### src/rtl/cv_tile_scheduler.sv
// ---------------------------------------------------------------------------
// cv_tile_scheduler
//   Walks one convolution layer tile by tile and sequences the data loader
//   and the compute core for every tile. Output-channel tiles are outermost,
//   then input-tile rows, then input-tile columns. Weights are reloaded once
//   per output-channel tile; the input tile is reloaded for every spatial tile.
//
// Ports
//   clk, rst        : clock, synchronous active-high reset
//   start           : begin a layer (only looked at in IDLE)
//   I, O, H, W, K   : layer shape (in/out channels, input height/width, kernel)
//   loader_done     : one-cycle completion pulse from the loader
//   core_calc_done  : level from the compute core, tile finished
//   load_weight, load_input, store_output : one-cycle loader requests
//   core_start      : one-cycle compute kick
//   Oori/Oext, Hori/Hext, Wori/Wext : current tile origin and extent
//   busy            : high outside IDLE
//   done            : one-cycle end-of-layer pulse
//   err             : sticky configuration error (cleared by a valid start)
//
// Handshake: every request is a one-cycle pulse issued from its *_REQ state;
// the matching loader_done is accepted only in the following *_WAIT state,
// including the very first cycle of that state. Tile origin/extent outputs
// are registers that only change on layer start and in NEXT, so they are
// stable for the whole request/wait window.
// ---------------------------------------------------------------------------
module cv_tile_scheduler #(
   parameter int TO_MAX = 16,
   parameter int TH_MAX = 16,
   parameter int TW_MAX = 16
) (
   input  logic        clk,
   input  logic        rst,
   input  logic        start,
   input  logic [10:0] I,
   input  logic [10:0] O,
   input  logic [10:0] H,
   input  logic [10:0] W,
   input  logic [4:0]  K,
   input  logic        loader_done,
   input  logic        core_calc_done,
   output logic        load_weight,
   output logic        load_input,
   output logic        store_output,
   output logic        core_start,
   output logic [10:0] Oori,
   output logic [10:0] Oext,
   output logic [7:0]  Hori,
   output logic [7:0]  Wori,
   output logic [7:0]  Hext,
   output logic [7:0]  Wext,
   output logic        busy,
   output logic        done,
   output logic        err
);

   typedef enum logic [3:0] {
      IDLE, LW_REQ, LW_WAIT, LIF_REQ, LIF_WAIT, CALC, SOF_REQ, SOF_WAIT, NEXT, DONE
   } state_t;

   localparam logic [11:0] TO12 = 12'(TO_MAX);
   localparam logic [11:0] TH12 = 12'(TH_MAX);
   localparam logic [11:0] TW12 = 12'(TW_MAX);

   state_t      state, state_n;
   logic        calc_started;   // kick already issued in the current CALC visit
   logic        upd;            // load origin/extent registers this cycle
   logic        cfg_err;
   logic [11:0] k12, h12, w12, o12;
   logic [11:0] hout, wout, sh, sw;
   logic [11:0] w_adv, h_adv, o_adv;
   logic [11:0] n_oori, n_hori, n_wori;
   logic [11:0] o_rem, h_rem, w_rem;
   logic [11:0] n_oext, n_hext, n_wext;

   // All shape arithmetic is carried at 12 bits and truncated on register load.
   assign k12 = {7'd0, K};
   assign h12 = {1'b0, H};
   assign w12 = {1'b0, W};
   assign o12 = {1'b0, O};

   assign hout = h12 - k12 + 12'd1;
   assign wout = w12 - k12 + 12'd1;
   assign sh   = TH12 - k12 + 12'd1;
   assign sw   = TW12 - k12 + 12'd1;

   assign w_adv = {4'd0, Wori} + sw;
   assign h_adv = {4'd0, Hori} + sh;
   assign o_adv = {1'b0, Oori} + TO12;

   assign cfg_err = (K == 5'd0) || (O == 11'd0) || (I == 11'd0) ||
                    (k12 > h12) || (k12 > w12) || (k12 > TH12) || (k12 > TW12);

   // Extents follow the origins that are about to be loaded.
   assign o_rem  = o12 - n_oori;
   assign h_rem  = h12 - n_hori;
   assign w_rem  = w12 - n_wori;
   assign n_oext = (o_rem > TO12) ? TO12 : o_rem;
   assign n_hext = (h_rem > TH12) ? TH12 : h_rem;
   assign n_wext = (w_rem > TW12) ? TW12 : w_rem;

   always_comb begin
      state_n = state;
      upd     = 1'b0;
      n_oori  = {1'b0, Oori};
      n_hori  = {4'd0, Hori};
      n_wori  = {4'd0, Wori};
      case (state)
         IDLE: begin
            if (start) begin
               if (cfg_err) begin
                  state_n = DONE;
               end else begin
                  state_n = LW_REQ;
                  upd     = 1'b1;
                  n_oori  = 12'd0;
                  n_hori  = 12'd0;
                  n_wori  = 12'd0;
               end
            end
         end
         LW_REQ:   state_n = LW_WAIT;
         LW_WAIT:  if (loader_done) state_n = LIF_REQ;
         LIF_REQ:  state_n = LIF_WAIT;
         LIF_WAIT: if (loader_done) state_n = CALC;
         // The done level may still be high from the previous tile, so it is
         // only honoured once the kick cycle is over.
         CALC:     if (calc_started && core_calc_done) state_n = SOF_REQ;
         SOF_REQ:  state_n = SOF_WAIT;
         SOF_WAIT: if (loader_done) state_n = NEXT;
         NEXT: begin
            upd = 1'b1;
            if (w_adv < wout) begin
               n_wori  = w_adv;
               state_n = LIF_REQ;
            end else begin
               n_wori = 12'd0;
               if (h_adv < hout) begin
                  n_hori  = h_adv;
                  state_n = LIF_REQ;
               end else begin
                  n_hori = 12'd0;
                  if (o_adv < o12) begin
                     n_oori  = o_adv;
                     state_n = LW_REQ;
                  end else begin
                     // Last tile: keep the final tile's origins on the outputs.
                     upd     = 1'b0;
                     state_n = DONE;
                  end
               end
            end
         end
         DONE:     state_n = IDLE;
         default:  state_n = IDLE;
      endcase
   end

   always_ff @(posedge clk) begin
      if (rst) begin
         state        <= IDLE;
         calc_started <= 1'b0;
         err          <= 1'b0;
         Oori         <= '0;
         Oext         <= '0;
         Hori         <= '0;
         Hext         <= '0;
         Wori         <= '0;
         Wext         <= '0;
      end else begin
         state        <= state_n;
         calc_started <= (state == CALC);
         if (state == IDLE && start) err <= cfg_err;
         if (upd) begin
            Oori <= n_oori[10:0];
            Oext <= n_oext[10:0];
            Hori <= n_hori[7:0];
            Hext <= n_hext[7:0];
            Wori <= n_wori[7:0];
            Wext <= n_wext[7:0];
         end
      end
   end

   assign load_weight  = (state == LW_REQ);
   assign load_input   = (state == LIF_REQ);
   assign store_output = (state == SOF_REQ);
   assign core_start   = (state == CALC) && !calc_started;
   assign busy         = (state != IDLE);
   assign done         = (state == DONE);

endmodule

### config.mk
export PLATFORM = sky130hd
export DESIGN_NAME = cv_tile_scheduler
export DESIGN_NICKNAME = d
export VERILOG_FILES = /design/src/rtl/cv_tile_scheduler.sv
export SDC_FILE = /design/constraint.sdc
export NUM_CORES = 1
export LEC_CHECK = 0
export BUFFER_PORTS_ARGS = -buffer_cell sky130_fd_sc_hd__buf_4
export CAP_MARGIN = 20
export CORE_UTILIZATION = 53
export DETAILED_ROUTE_END_ITERATION = 8
export GPL_TIMING_DRIVEN = 0
export PLACE_DENSITY = 0.78
export SLEW_MARGIN = 5
export SYNTH_ARGS = -nofsm -noshare
export SYNTH_HDL_FRONTEND = slang
export SYNTH_SLANG_ARGS = --single-unit
### constraint.sdc
create_clock -name clk -period 7.5 [get_ports clk]
set_input_delay 1.5 -clock clk [delete_from_list [all_inputs] [get_ports clk]]
set_output_delay 1.5 -clock clk [all_outputs]
set_load 0.01 [all_outputs]
* After elaboration in Yosys (flattened, before gate mapping)
Cells that the tools add are included.
Storage, ports and cells: register bits 60, input port bits 54, word-level logic and storage cells 94, output and inout port bits 61
Operators by class: $add $sub $neg 12, eq/ne operators 14, reduce and logical (&&, ||, !) cells 16, muxes and demuxes 34, $lt $le $gt $ge 9
Operators by type and width (count):
- $mux 12 | 6
- $pmux 12 s2 | 3
- $mux 8 | 6
- $gt 12x5->1 const B | 3
- $mux 4 | 9
- $pmux 4 s9 | 1
- $sub 11x12->12 | 3
- $mux 11 | 3
- $add 12x1->12 const B | 2
- $lt 12x12->1 | 2
- $sub 11x5->12 | 2
- $gt 5x11->1 | 2
- $logic_not 11->1 | 2
- $add 9x7->10 | 2
- $eq 4x3->1 const B | 4
- $add 11x5->12 const B | 1
- $lt 12x11->1 | 1
- $ne 2x2->1 const B | 5
- $eq 4x2->1 const B | 2
- $eq 4x4->1 const B | 2
- $add 6x2->7 const B | 1
- $logic_or 1x1->1 | 6
- $sub 5x5->6 const A | 1
- $gt 5x5->1 const B | 1
- other kinds (9) | 15

* Longest topological paths before layout
word-level depth 13, depth in mapped cells 39

* Worst setup path after synthesis
OpenSTA, ideal clock, no wires.
kind input -> register, start input port K[0], end register Wext[4], path slack -0.560 ns, setup time 0.115 ns, arrival time 7.945 ns, stages on the path 33, data required time 7.385 ns, cells stage by stage inv_1 > ha_1 > and3_1 > ha_1 > nor2_1 > nand2_1 > a21oi_1 > nor2_1 > ha_1 > nor2b_1 > o41ai_1 > xnor2_1 > ha_1 > a211oi_1 > nand2_1 > a2111o_1 > a21oi_2 > nor2_1 > nor2_1 > clkbuf_1 > a22oi_1 > fa_1 > a21o_1 > a21oi_1 > o21bai_1 > a21oi_1 > o21bai_1 > a21oi_1 > xnor2_1 > a2111oi_0 > o2111a_1 > nand3b_1 > o21a_1
On the way: word-level cells in the longest chain between the ends 13, elaborated cells between the ends (all ways) 32, classes of those cells add/sub (9); order compare (6); mux (10); reduce/logical (7)
Ends and longest elaborated chain:
- from (decl) | line 39 | input logic [4:0] K,
- branches (longest 13 deep; another with $lt 12x12->1)
- to (signal assigned) | line 180 | Wext <= n_wext[7:0];
- to (decl) | line 51 | output logic [7:0] Wext,
Parallel ways; which one is timed is not known. A chain may end at the register's enable or synchronous reset.

* Final worst setup path
start input port K[0], end register Wext[2]
The elaborated chain is that of the path after synthesis.

==> impl_metrics.ini <==
[outcome]
outcome = finished with violations
violations_in_the_final_reports = negative setup slack

[global_routing]
gr-total-overflow = 0
maximum_number_of_pins_on_one_net_before_global_route_repair = 11
met1_track_usage_gr_pct = 40.0
globalRouteTotalUtil_pct = 32.2
global_route_wire_length_before_repair_um = 36900
met2_routing_resource_usage_after_global_routing_pct = 55.9
grt_pass1_vias = 7631
busiest_layer = met2
antenna_found_initial = 0
met3_usage_in_global_routing_pct = 5.04

[power]
power.clock.fraction_pct = 26.6
total_power_uw = 1790
share_comb_of_total_power_pct = 53.5
cellPowerDensity_nw_per_um2 = 175
internal-power_uw = 1070
power.ir.vdd_worst_mv = 0.120
power_switching_uw = 716
p_seq_share_pct = 19.9
p_sw_share_pct = 40.0
cellLeakagePower_uw = 0.00470

[routing]
postRouteAntennaNets = 0
remaining_drc_errors = 0
postRouteWirelength_um = 24800
drtPass1Iterations = 5
drt_iter0_drc = 867
detail_route.wl_per_cell_um = 18.6
detail_route.vias_per_cell = 6.10
vias = 8132

[logic_synthesis]
synthArstFlopShare_pct = 0
synth-simple-area-share_pct = 21.7
synthesis.area_um2 = 7400
synth-adder-area-share_pct = 24.4
synth.area.mux_share_pct = 1.03
ys_seq_elements = 60
yosys_most_used_dff = dfxtp_1
synthDistinctLibCells = 91
synth.yosys.seq_area_share_pct = 16.2
synth_compound_area_share_pct = 23.5
largest_family_of_logic_cells_by_synthesized_area = adder cells
yosys.area_share.xor_xnor_pct = 6.73
synth_enable_flop_cells = 0
synthesis.yosys.warnings = 0
synthesis.instances = 937
synth_fp_nets = 1129
synth_area_per_cell_um2 = 7.90

[sta]
final-hold-violation-count = 0
timing_worst_slew_pin_value_ps = 770
min_period_over_period_pct = 105
max_clock_freq_mhz = 127
worst_clock_skew_ps = 8.77
fin_crit_ps = 7880
final-max-slew-violation-count = 0
grt_setup_unrepaired = true
worst_hold_slack_ps = 451
worst_slew_margin_rel_pct = 48.6
final_critical_path_setup_slack_ps = -379
setup-violations-final = 15

[layout]
commonest_non_fill_non_tap_cell_in_the_layout = buf_4
final_nets = 1344
seq_area_um2 = 1200
number_of_filler_instances_in_the_final_layout = 913
multi_input_area_um2 = 6440
area.growth.synth_to_final_pct = 38.7
antenna-diode-count = 0
post_route_cells_drive_above_1_share_pct = 32.2
mostFrequentLayoutCells = buf_4, ha_1, inv_1, nor2_1, nand2_1
final_core_utilization_pct = 76.3
layoutNonFillerInstCount = 1333

[placement]
placed_cells_incl_taps = 1226
buffer_ports.inserted = 113
place_worst_setup_slack_ps = -1200
gp_congestion = 0.907
hpwlAfterDp_um = 16500

[clock_network]
clock_tree_root = clkbuf_16
cts_buffers = 9
cts.sink_count = 60
tritoncts = yes
cts-htree-levels = 3
clk_lat_worst_skew_ps = 340
cts-root-to-sink-buffers = 2
clk_pin_slew_worst_paths_ps = 50
cts_hold_repair.buffers = 0

[worst_hold_path]
worst_hold_path_type = register to register

[worst_setup_path]
worst-path-max-fanout = 5
slowest_stage = a2111oi_2
largest_delay_contributor_family_on_the_critical_path = compound AO/OA/AOI/OAI gates
cp-end-kind = register
cp_data_arrival_time_ps = 8130
crit_path_max_incr_delay_ps = 370
worst-path-buf-inv = 4
worstSetupStartpointType = input pin
crit_type = input pin to register
required_ps = 7750

[floorplan]
die_width_um = 120
top_level_ports = 115
initial_core_utilization_pct = 55.0
floorplan.core_area_um2 = 13500
die_h_um = 120
fp.dieArea_um2 = 14400
rows = 42

[job]
drv_cap = 0
## timing repair
action	in CTS	in global routing
pin swaps	84	75
hold endpoints to repair	0	0
endpoints found under the setup margin	15	16
resized for setup	71	62
buffers inserted	74	24
## worst paths after layout
| kind | cells past startpoint | start | slack [ps] | endpoint |
|---|---|---|---|---|
| max | 37 | K[0] | -380 | Wext[2]$_SDFFE_PP0P_ |
| min | 2 | Oext[1]$_SDFFE_PP0P_ | 450 | Oext[1]$_SDFFE_PP0P_ |
| max reg2reg | 35 | Hori[0]$_SDFFE_PP0P_ | 970 | Hext[1]$_SDFFE_PP0P_ |
| min reg2reg | 2 | Oext[1]$_SDFFE_PP0P_ | 450 | Oext[1]$_SDFFE_PP0P_ |
## worst reg2reg max path: cells and delay by family (launching register included)
family                   cells  cell delay (ps)
buffers and inverters        4              500
AND/OR/NAND/NOR             11             1130
AO/OA/AOI/OAI               14             2930
XOR/XNOR                     2              320
adder cells (fa/ha/maj)      4             1080
flip-flops                   1              430
## kinds of logic (layout without fill, tap and decap cells)
group	Yosys count	in the layout
AO/OA/AOI/OAI	253	253
XOR/XNOR	56	56
buffers and inverters	113	333
adder cells (fa/ha/maj)	139	139
AND/OR/NAND/NOR	309	309
multiplexers	7	7
flip-flops	60	60
## metal layers
| metal | routed length, um | up-vias |
|---|---|---|
| li1 | - | 3805 |
| met1 | 10300 | 3824 |
| met2 | 11700 | 404 |
| met3 | 1810 | 99 |
| met4 | 931 | 0 |
| met5 | 0 | - |
## power groups by stage
stage / Sequential [uW] / Clock, uW / Combinational, uW
detailed placement: 361 / 0 / 751
global placement: 360 / 0 / 736
finish: 356 / 476 / 959
CTS: 355 / 472 / 857
floorplan: 362 / 0 / 540
global route: 358 / 488 / 1040
## registers in the layout, summed over array words and instances (netlist names)
name,cells
Hext,8
Oext,11
err,1
state,4
Wext,8
calc_started,1
Wori,8
Oori,11
Hori,8
## cell usage after synthesis (7+ instances only)
| cell type | number | area (um^2) |
|---|---|---|
| o21ai_0 | 39 | 195 |
| a21oi_1 | 59 | 295 |
| nor2_1 | 89 | 334 |
| a31oi_1 | 9 | 56.3 |
| fa_1 | 9 | 180 |
| nand2b_1 | 16 | 100 |
| o21a_1 | 11 | 82.6 |
| o211ai_1 | 7 | 52.6 |
| dfxtp_1 | 60 | 1200 |
| nand3_1 | 17 | 85.1 |
| nand2_1 | 67 | 251 |
| o31ai_1 | 7 | 52.6 |
| nor2b_1 | 13 | 81.3 |
| nand4_1 | 9 | 56.3 |
| xnor2_1 | 40 | 350 |
| o21bai_1 | 13 | 97.6 |
| and3_1 | 25 | 156 |
| xor2_1 | 15 | 131 |
| a21o_1 | 18 | 135 |
| nor3_1 | 19 | 95.1 |
| a22oi_1 | 23 | 173 |
| ha_1 | 129 | 1610 |
| inv_1 | 89 | 334 |
| clkbuf_1 | 17 | 63.8 |
## per-stage QoR
| step | TNS, ps | cell area, um^2 |
|---|---|---|
| floorplan | 0 | 7550 |
| global placement | -14810 | 8620 |
| detailed placement | -15980 | 8620 |
| CTS | -1570 | 9850 |
| global route | -8570 | 10300 |
| finish | -4170 | 10300 |
## cell type report
type / instances / area share, %
multi-input combinational: 764 / 62.8
timing repair buffer: 204 / 15.2
sequential: 60 / 11.7
inverter: 90 / 3.40
clock buffer: 11 / 2.27
tap: 176 / 2.15
buffer: 23 / 1.49
clock inverter: 5 / 0.976
Power figures use the tool's default switching activity.
